## src/rtl/fifo_sync_circular_flags_if.sv

```systemverilog
`default_nettype none
// ============================================================================
// Module   : fifo_sync_circular_flags_if
// Brief    : Producer/consumer bus for the single-clock circular FIFO.
// Revision : 1.0 - initial release
// ============================================================================
interface fifo_sync_circular_flags_if #(
    parameter int WIDTH = 8,
    parameter int DEPTH = 16
);
    localparam int LVL_WIDTH = $clog2(DEPTH + 1);

    logic                 flush_in;
    logic                 clear_err_in;
    logic                 write_in;
    logic [WIDTH-1:0]     data_write_in;
    logic                 read_in;
    logic [WIDTH-1:0]     data_read_out;
    logic                 data_valid_out;
    logic                 full_out;
    logic                 empty_out;
    logic                 almost_full_out;
    logic                 almost_empty_out;
    logic [LVL_WIDTH-1:0] level_out;
    logic                 overflow_out;
    logic                 underflow_out;

    modport master (
        output flush_in, clear_err_in, write_in, data_write_in, read_in,
        input  data_read_out, data_valid_out, full_out, empty_out,
               almost_full_out, almost_empty_out, level_out,
               overflow_out, underflow_out
    );

    modport slave (
        input  flush_in, clear_err_in, write_in, data_write_in, read_in,
        output data_read_out, data_valid_out, full_out, empty_out,
               almost_full_out, almost_empty_out, level_out,
               overflow_out, underflow_out
    );
endinterface
`default_nettype wire

```

## src/rtl/fifo_sync_circular_flags.sv

```systemverilog
`default_nettype none
// ============================================================================
// Module   : fifo_sync_circular_flags
// Brief    : Single-clock circular FIFO, any depth, standard or FWFT read,
//            level, almost flags, sticky errors and synchronous flush.
// Revision : 1.0 - initial release
// ============================================================================
module fifo_sync_circular_flags #(
    parameter int WIDTH         = 8,
    parameter int DEPTH         = 16,
    parameter int FWFT          = 0,
    parameter int AFULL_THRESH  = DEPTH - 2,
    parameter int AEMPTY_THRESH = 2,
    parameter int LVL_WIDTH     = $clog2(DEPTH + 1)
) (
    input wire logic                  clk_in,
    input wire logic                  rst_in,
    fifo_sync_circular_flags_if.slave bus
);
    localparam int                   c_PTR_W    = $clog2(DEPTH);
    localparam logic [c_PTR_W-1:0]   c_PTR_LAST = c_PTR_W'(DEPTH - 1);
    localparam logic [LVL_WIDTH-1:0] c_LVL_FULL = LVL_WIDTH'(DEPTH);
    localparam logic [LVL_WIDTH-1:0] c_LVL_AF   = LVL_WIDTH'(AFULL_THRESH);
    localparam logic [LVL_WIDTH-1:0] c_LVL_AE   = LVL_WIDTH'(AEMPTY_THRESH);

    logic [WIDTH-1:0]     r_mem [DEPTH];
    logic [c_PTR_W-1:0]   r_wptr;
    logic [c_PTR_W-1:0]   r_rptr;
    logic [LVL_WIDTH-1:0] r_level;
    logic                 r_full;
    logic                 r_empty;
    logic                 r_afull;
    logic                 r_aempty;
    logic                 r_ovf;
    logic                 r_udf;

    logic                 w_wr_en;
    logic                 w_rd_en;
    logic                 w_ovf_set;
    logic                 w_udf_set;
    logic [c_PTR_W-1:0]   w_wptr_nxt;
    logic [c_PTR_W-1:0]   w_rptr_nxt;
    logic [LVL_WIDTH-1:0] w_level_nxt;

    // Acceptance uses this cycle's registered flags; flush overrides both sides.
    assign w_wr_en   = bus.write_in & ~r_full  & ~bus.flush_in;
    assign w_rd_en   = bus.read_in  & ~r_empty & ~bus.flush_in;
    assign w_ovf_set = bus.write_in &  r_full  & ~bus.flush_in;
    assign w_udf_set = bus.read_in  &  r_empty & ~bus.flush_in;

    always_comb begin
        w_wptr_nxt  = r_wptr;
        w_rptr_nxt  = r_rptr;
        w_level_nxt = r_level;
        if (bus.flush_in) begin
            w_wptr_nxt  = '0;
            w_rptr_nxt  = '0;
            w_level_nxt = '0;
        end else begin
            if (w_wr_en) begin
                w_wptr_nxt = (r_wptr == c_PTR_LAST) ? '0 : r_wptr + 1'b1;
            end
            if (w_rd_en) begin
                w_rptr_nxt = (r_rptr == c_PTR_LAST) ? '0 : r_rptr + 1'b1;
            end
            case ({w_wr_en, w_rd_en})
                2'b10:   w_level_nxt = r_level + LVL_WIDTH'(1);
                2'b01:   w_level_nxt = r_level - LVL_WIDTH'(1);
                default: w_level_nxt = r_level;
            endcase
        end
    end

    always_ff @(posedge clk_in) begin
        if (w_wr_en) begin
            r_mem[r_wptr] <= bus.data_write_in;
        end
    end

    always_ff @(posedge clk_in or posedge rst_in) begin
        if (rst_in) begin
            r_wptr   <= '0;
            r_rptr   <= '0;
            r_level  <= '0;
            r_full   <= 1'b0;
            r_empty  <= 1'b1;
            r_afull  <= 1'b0;
            r_aempty <= 1'b1;
            r_ovf    <= 1'b0;
            r_udf    <= 1'b0;
        end else begin
            r_wptr   <= w_wptr_nxt;
            r_rptr   <= w_rptr_nxt;
            r_level  <= w_level_nxt;
            r_full   <= (w_level_nxt == c_LVL_FULL);
            r_empty  <= (w_level_nxt == '0);
            r_afull  <= (w_level_nxt >= c_LVL_AF);
            r_aempty <= (w_level_nxt <= c_LVL_AE);
            // A new error event in the clearing cycle keeps the flag set.
            if (w_ovf_set) begin
                r_ovf <= 1'b1;
            end else if (bus.clear_err_in) begin
                r_ovf <= 1'b0;
            end
            if (w_udf_set) begin
                r_udf <= 1'b1;
            end else if (bus.clear_err_in) begin
                r_udf <= 1'b0;
            end
        end
    end

    generate
        if (FWFT != 0) begin : g_fwft
            // Head word is presented combinationally; zero while nothing is stored.
            assign bus.data_read_out  = r_empty ? '0 : r_mem[r_rptr];
            assign bus.data_valid_out = ~r_empty;
        end else begin : g_std
            logic [WIDTH-1:0] r_dout;
            logic             r_dvalid;

            always_ff @(posedge clk_in or posedge rst_in) begin
                if (rst_in) begin
                    r_dout   <= '0;
                    r_dvalid <= 1'b0;
                end else begin
                    r_dvalid <= w_rd_en;
                    if (w_rd_en) begin
                        r_dout <= r_mem[r_rptr];
                    end
                end
            end

            assign bus.data_read_out  = r_dout;
            assign bus.data_valid_out = r_dvalid;
        end
    endgenerate

    assign bus.full_out         = r_full;
    assign bus.empty_out        = r_empty;
    assign bus.almost_full_out  = r_afull;
    assign bus.almost_empty_out = r_aempty;
    assign bus.level_out        = r_level;
    assign bus.overflow_out     = r_ovf;
    assign bus.underflow_out    = r_udf;
endmodule
`default_nettype wire
```

## src/flat_wrapper.sv

```systemverilog
// flat-port wrapper written by rule: the top's interface ports become plain ports
module fifo_sync_circular_flags_flat 
#(
    parameter int WIDTH         = 8,
    parameter int DEPTH         = 16,
    parameter int FWFT          = 0,
    parameter int AFULL_THRESH  = DEPTH - 2,
    parameter int AEMPTY_THRESH = 2,
    parameter int LVL_WIDTH     = $clog2(DEPTH + 1)
)
  (clk_in, rst_in, bus_flush_in, bus_clear_err_in, bus_write_in, bus_data_write_in, bus_read_in, bus_data_read_out, bus_data_valid_out, bus_full_out, bus_empty_out, bus_almost_full_out, bus_almost_empty_out, bus_level_out, bus_overflow_out, bus_underflow_out);
  fifo_sync_circular_flags_if #(.WIDTH(WIDTH), .DEPTH(DEPTH)) bus_i ();
  input wire logic clk_in;
  input wire logic rst_in;
  input wire logic [$bits(bus_i.flush_in)-1:0] bus_flush_in;
  input wire logic [$bits(bus_i.clear_err_in)-1:0] bus_clear_err_in;
  input wire logic [$bits(bus_i.write_in)-1:0] bus_write_in;
  input wire logic [$bits(bus_i.data_write_in)-1:0] bus_data_write_in;
  input wire logic [$bits(bus_i.read_in)-1:0] bus_read_in;
  output wire logic [$bits(bus_i.data_read_out)-1:0] bus_data_read_out;
  output wire logic [$bits(bus_i.data_valid_out)-1:0] bus_data_valid_out;
  output wire logic [$bits(bus_i.full_out)-1:0] bus_full_out;
  output wire logic [$bits(bus_i.empty_out)-1:0] bus_empty_out;
  output wire logic [$bits(bus_i.almost_full_out)-1:0] bus_almost_full_out;
  output wire logic [$bits(bus_i.almost_empty_out)-1:0] bus_almost_empty_out;
  output wire logic [$bits(bus_i.level_out)-1:0] bus_level_out;
  output wire logic [$bits(bus_i.overflow_out)-1:0] bus_overflow_out;
  output wire logic [$bits(bus_i.underflow_out)-1:0] bus_underflow_out;
  assign bus_i.flush_in = bus_flush_in;
  assign bus_i.clear_err_in = bus_clear_err_in;
  assign bus_i.write_in = bus_write_in;
  assign bus_i.data_write_in = bus_data_write_in;
  assign bus_i.read_in = bus_read_in;
  assign bus_data_read_out = bus_i.data_read_out;
  assign bus_data_valid_out = bus_i.data_valid_out;
  assign bus_full_out = bus_i.full_out;
  assign bus_empty_out = bus_i.empty_out;
  assign bus_almost_full_out = bus_i.almost_full_out;
  assign bus_almost_empty_out = bus_i.almost_empty_out;
  assign bus_level_out = bus_i.level_out;
  assign bus_overflow_out = bus_i.overflow_out;
  assign bus_underflow_out = bus_i.underflow_out;
  fifo_sync_circular_flags #(.WIDTH(WIDTH), .DEPTH(DEPTH), .FWFT(FWFT), .AFULL_THRESH(AFULL_THRESH), .AEMPTY_THRESH(AEMPTY_THRESH), .LVL_WIDTH(LVL_WIDTH)) u_core (.clk_in(clk_in), .rst_in(rst_in), .bus(bus_i));
endmodule
```

## config.mk

```make
export PLATFORM = sky130hd
export DESIGN_NAME = fifo_sync_circular_flags_flat
export DESIGN_NICKNAME = d
export VERILOG_FILES = /design/src/rtl/fifo_sync_circular_flags_if.sv /design/src/rtl/fifo_sync_circular_flags.sv /design/src/flat_wrapper.sv
export SDC_FILE = /design/constraint.sdc
export NUM_CORES = 1
export LEC_CHECK = 0
export ABC_AREA = 1
export CAP_MARGIN = 20
export CORE_ASPECT_RATIO = 1.75
export CORE_MARGIN = 5
export CORE_UTILIZATION = 50
export DETAILED_ROUTE_END_ITERATION = 8
export DONT_BUFFER_PORTS = 1
export PLACE_DENSITY = 0.74
export SETUP_SLACK_MARGIN = 0.2
export SLEW_MARGIN = 15
export SYNTH_ARGS = -nofsm -noshare
export SYNTH_HDL_FRONTEND = slang
export SYNTH_SLANG_ARGS = --single-unit
```

## constraint.sdc

```tcl
create_clock -name clk_in -period 3 [get_ports clk_in]
set_clock_uncertainty 0.1 [all_clocks]
set_input_delay 0 -clock clk_in [delete_from_list [all_inputs] [get_ports clk_in]]
set_output_delay 0 -clock clk_in [all_outputs]
set_load 0.005 [all_outputs]
```

# After elaboration in Yosys (flattened, before gate mapping)
# Memory sizes are Yosys's and may differ from the RTL's. A register that Yosys moved wholly into a read port is not among the register bits.
# Index checks and enable logic that the tools add are counted.
# classes
n_reduce_logical,5
magnitude_cmp,2
muxes,13
bitwise_logic,11
addsub,4
n_eq_ne,5
# ops
cell,count
2-to-1 mux 4 bit,6
one-hot mux 5 bit (2 select lines),1
"adder 4 x 1 -> 4 bit, second input constant",2
bitwise AND 1 bit,8
"equality test 4 bit, second input constant",2
nonzero test 2 bit,4
"adder 5 x 1 -> 5 bit, second input constant",1
"equality test 5 bit, second input constant",1
"greater-or-equal comparator 5 x 4 -> 1 bit, second input constant",1
"<= comparator 5 x 2 -> 1 bit, second input constant",1
zero test 5 bit,1
2-to-1 mux 1 bit,5
2-to-1 mux 5 bit,1
"subtractor 5 x 1 -> 5 bit, second input constant",1
NOT 1 bit,3
"equality test 2 x 1 -> 1 bit, second input constant",1
"equality test 2 bit, second input constant",1
# word_totals
n_memories,1
mem_bits_rw,128
in_bits,14
regBits,20
out_inout_bits,20
elab_cells,51
# memory_table
memory,words,width,read_ports,rd_ports_with_merged_regs,wr,line,rtl
u_core.r_mem,16,8,1,1,1,fifo_sync_circular_flags.sv:26,logic [WIDTH-1:0] r_mem [DEPTH];

# Depth between registers and ports, before layout
# logic_depth
word_depth,7
depth_mapped,17
depth_no_buf,17

# Worst setup path after synthesis
# OpenSTA, ideal clock, no wires.
# synth_path
kind,flip-flop to flip-flop
from,register u_core.r_empty (netlist: u_core.bus.empty_out)
to,register u_core.r_empty (netlist: u_core.bus.empty_out)
setup_time_ns,0.067
arrival_ns,2.107
period_less_slack_ns,2.275
stages_incl_launch_ff,13
setup_slack_ns,0.725
t_required_ns,2.833
n_path_buf,2
cell_sequence,dfstp_2 > nor2_4 > nand2_1 > clkbuf_1 > inv_1 > ha_1 > buf_6 > o21ai_0 > a21oi_1 > or2_0 > inv_1 > nand3_1 > nor2_1
# synth_via
elab_chain_len,7
word_cells_on_any_way,8
classes_between,eq/ne: 2; mux: 2; bitwise: 3; reduce/logical: 1
# synth_lines
item,line,rtl
start: declaration,fifo_sync_circular_flags.sv:31,logic r_empty;
start signal: assignment,fifo_sync_circular_flags.sv:96,r_empty <= (w_level_nxt == '0);
NOT 1 bit (*),fifo_sync_circular_flags.sv:47,assign w_rd_en = bus.read_in & ~r_empty & ~bus.flush_in;
bitwise AND 1 bit (*) (2 in a row),fifo_sync_circular_flags.sv:47,
equality test 2 x 1 -> 1 bit or equality test 2 bit (tied branches),fifo_sync_circular_flags.sv:66,"case ({w_wr_en, w_rd_en})"
one-hot mux 5 bit (2 select lines) (*),fifo_sync_circular_flags.sv:66,
2-to-1 mux 5 bit (*),fifo_sync_circular_flags.sv:55,if (bus.flush_in) begin
net u_core.w_level_nxt[1],fifo_sync_circular_flags.sv:43,logic [LVL_WIDTH-1:0] w_level_nxt;
zero test 5 bit (*),fifo_sync_circular_flags.sv:96,
# The timed path passes the listed nets; every way through them passes the cells marked *.
# A chain may end at the register's enable or synchronous reset.

# Final worst setup path
# layout_path
from,register u_core.r_full (netlist: u_core.bus.full_out)
to,register u_core.r_afull (netlist: u_core.bus.almost_full_out)
# layout_via
elab_chain_len,7
word_cells_on_any_way,8
classes_between,order compare: 1; eq/ne: 2; mux: 2; bitwise: 3
# layout_lines
item,line,rtl
start: declaration,fifo_sync_circular_flags.sv:30,logic r_full;
start signal: assignment,fifo_sync_circular_flags.sv:95,r_full <= (w_level_nxt == c_LVL_FULL);
NOT 1 bit (*),fifo_sync_circular_flags.sv:46,assign w_wr_en = bus.write_in & ~r_full & ~bus.flush_in;
bitwise AND 1 bit (*) (2 in a row),fifo_sync_circular_flags.sv:46,
equality test 2 x 1 -> 1 bit or equality test 2 bit (tied branches),fifo_sync_circular_flags.sv:66,
one-hot mux 5 bit (2 select lines) (*),fifo_sync_circular_flags.sv:66,
2-to-1 mux 5 bit (*),fifo_sync_circular_flags.sv:55,
net u_core.w_level_nxt[2],fifo_sync_circular_flags.sv:43,
greater-or-equal comparator 5 x 4 -> 1 bit (*),fifo_sync_circular_flags.sv:97,r_afull <= (w_level_nxt >= c_LVL_AF);
end signal: assignment,fifo_sync_circular_flags.sv:97,
end: declaration,fifo_sync_circular_flags.sv:32,logic r_afull;
# Marks and branches as above.

==> out/qor.txt <==
Layout Utilization: 58.8%
wirelength, routed: 15100 um
CTS Buffer Depth: 2
async set-reset flop share out of synthesis: 17.9%
vias in the first global route: 4414
cell chosen for the clock root: clkbuf_16
Area contributors post-synth: edfxtp_1 (59%), dfrtp_1 (10%), o21ai_0 (6.8%), nor2_1 (5.4%), o22ai_1 (4.0%)
hold slack final: 0.158 ns
most common cell in the synthesized netlist: edfxtp_1
die height: 161 um
CTS tree: done
Slew Viols, Final: 0
port bufs: 0
syn_area_per_cell: 11.7 sq um
Post-CTS Resized: 0
# IOs: 34
Hold WC Path Type: in2reg
Reg clk slew, reported paths: 0.06 ns
crit-path max FO: 6
Initial Utilization: 50.6%
fmax: 401 MHz
initial drt markers: 507
Worst IR Drop VDD: 0.000507 V
cell count after synthesis: 556
Critical Path AT: 2.69 ns
Overflow after GRT: 0
gr usage total: 20.4%
post-CTS setup repair buffer count: 0
TritonCTS Buffers: 17
Slew headroom: 46.9%
Synth warnings: 0
wire length per cell: 19.5 um
Worst Setup End Kind: flop
pwr dens: 744 nW/um^2
synth unique cells: 32
# diodes: 0
Commonest cells post-synth: edfxtp_1 (128), nor2_1 (93), o21ai_0 (88)
via count: 4427
worst endpoint required time: 3.20 ns
Slew @ Worst Pin: 0.796 ns
Setup violations, final: 0
Crit Path Category: reg2reg
Rows: 55
final antenna-violating net count: 0
P_leak: 2.74 nW
Final min period: 2.49 ns
largest net degree at the start of global routing: 67
Post-synth EDFFs: 128
via/cell ratio: 5.74
clock sinks: 156
Die W: 96.3 um
DR DRC count: 0
Area Growth Syn to Fin: 16.0%
RSZ-0062 raised after global routing: false
setup tns final: 0 ns
crit share post-route: 83.0%
Synth Cell Area: 6520 sq um
Final nets: 608
R2R Path Start: u_core.bus.full_out
initial antenna violation count: 0
crit path launch: u_core.bus.full_out
max-cap viol count: 0
Synth Net Count: 577
CTS Hold Buffers Added: 14
placeable core region: 12900 sq um
status: finished clean
Synth area leader: edfxtp_1
Primary FF master, synth: edfxtp_1
gp weighted congestion: 0.899
Pre-Repair DR Iteration Count: 5
worst hold start: bus_clear_err_in
endpoints failing hold: 0
H-tree Lvls: 4
Clk Latency, worst-skew pair: 0.41 ns
Synth top area share: 59.0%
DP HPWL: 9960 um
Seq/Total Area, Yosys: 69.8%
first-pass GRT wire length: 23400 um
Setup crit start kind: flop
share of layout cells above drive strength 1: 12.5%
total die area: 15500 sq um
number of synthesized register bits: 156
-- logic make-up after synthesis --
group,after synthesis,synth area share [%]
AOI/OAI and AO/OA,144,12.2
xor gates and xnor gates,5,0.672
adders and majority gates,7,1.34
buffers and inverters,61,4.32
DFF,156,69.8
and+or+nand+nor,183,11.7
-- path summary, 6_finish.rpt --
kind                                                     to  slack, ns  cells past startpoint
min in group asynchronous           u_core.bus.overflow_out       0.40                      3
worst min-delay path               u_core.bus.underflow_out       0.16                      2
max in group asynchronous       u_core.bus.almost_empty_out       1.92                      4
worst min register to register  u_core.bus.data_read_out[0]       0.42                      2
worst max-delay path             u_core.bus.almost_full_out       0.51                     12
worst max register to register   u_core.bus.almost_full_out       0.51                     12
-- critical path, cell delays in order, from the launching register on --
cell and delay, ns:
dfrtp_1 0.42, inv_1 0.10, nand2_2 0.10, nor2_1 0.30, inv_1 0.19, ha_1 0.27, a21oi_1 0.25, a21boi_0 0.23
o21ai_0 0.11, nand2_1 0.12, inv_1 0.07, nand2_1 0.06, o21ai_1 0.06
-- layer usage --
layer  global-route usage [%]  part of all wire [%]
met1                     23.0                    37
met2                     34.9                    53
met3                     4.80                   5.0
met4                     10.7                   5.3
met5                        0                     0
-- area by class of cell --
class                           instances  area [sq um]
Sequential cell                       156          4550
Multi-Input combinational cell        339          1690
Inverter                               32           123
Clock inverter                         14           193
Fill cell                            1011          5310
Tap cell                              171           214
Timing Repair Buffer                   41           365
Clock buffer                           18           429
-- stage by stage --
| stage | setup WS, ns | power, W | instances | area, sq um |
|---|---|---|---|---|
| floorplan | 0.725 | 0.00316 | 556 | 6520 |
| global placement | 0.648 | 0.00336 | 723 | 6760 |
| detailed placement | 0.539 | 0.00339 | 723 | 6760 |
| CTS | 0.531 | 0.00564 | 769 | 7520 |
| global route | 0.306 | 0.00584 | 771 | 7560 |
| finish | 0.509 | 0.00563 | 771 | 7560 |
-- where the power goes --
part | internal, W | leakage, nW | switching [W]
clock network | 0.00139 | 0.287 | 0.000830
logic | 0.000262 | 0.937 | 0.000583
registers | 0.00246 | 1.52 | 0.0000966
total | 0.00412 | 2.74 | 0.00151
-- cell usage in the layout, fill, tap and decap left out, types with 7 or more instances in the layout --
cell / Yosys / layout
nand3_1: 12 / 12
nor3_1: 8 / 8
ha_1: 7 / 7
o22ai_1: 42 / 42
clkbuf_16: 0 / 17
nand2_2: 7 / 7
o21ai_0: 88 / 88
dfrtp_1: 26 / 25
dlygate4sd3_1: 0 / 15
inv_1: 28 / 27
edfxtp_1: 128 / 128
buf_4: 2 / 25
nand2_1: 55 / 55
nor2_1: 93 / 93
-- registers in the layout (all words and copies together), names as in the netlist, 4 cells and up --
| signal | count |
|---|---|
| u_core.r_wptr | 4 |
| u_core.bus.data_read_out | 8 |
| u_core.bus.level_out | 5 |
| u_core.r_rptr | 4 |
| u_core.r_mem | 128 |
Power figures use the tool's default switching activity.
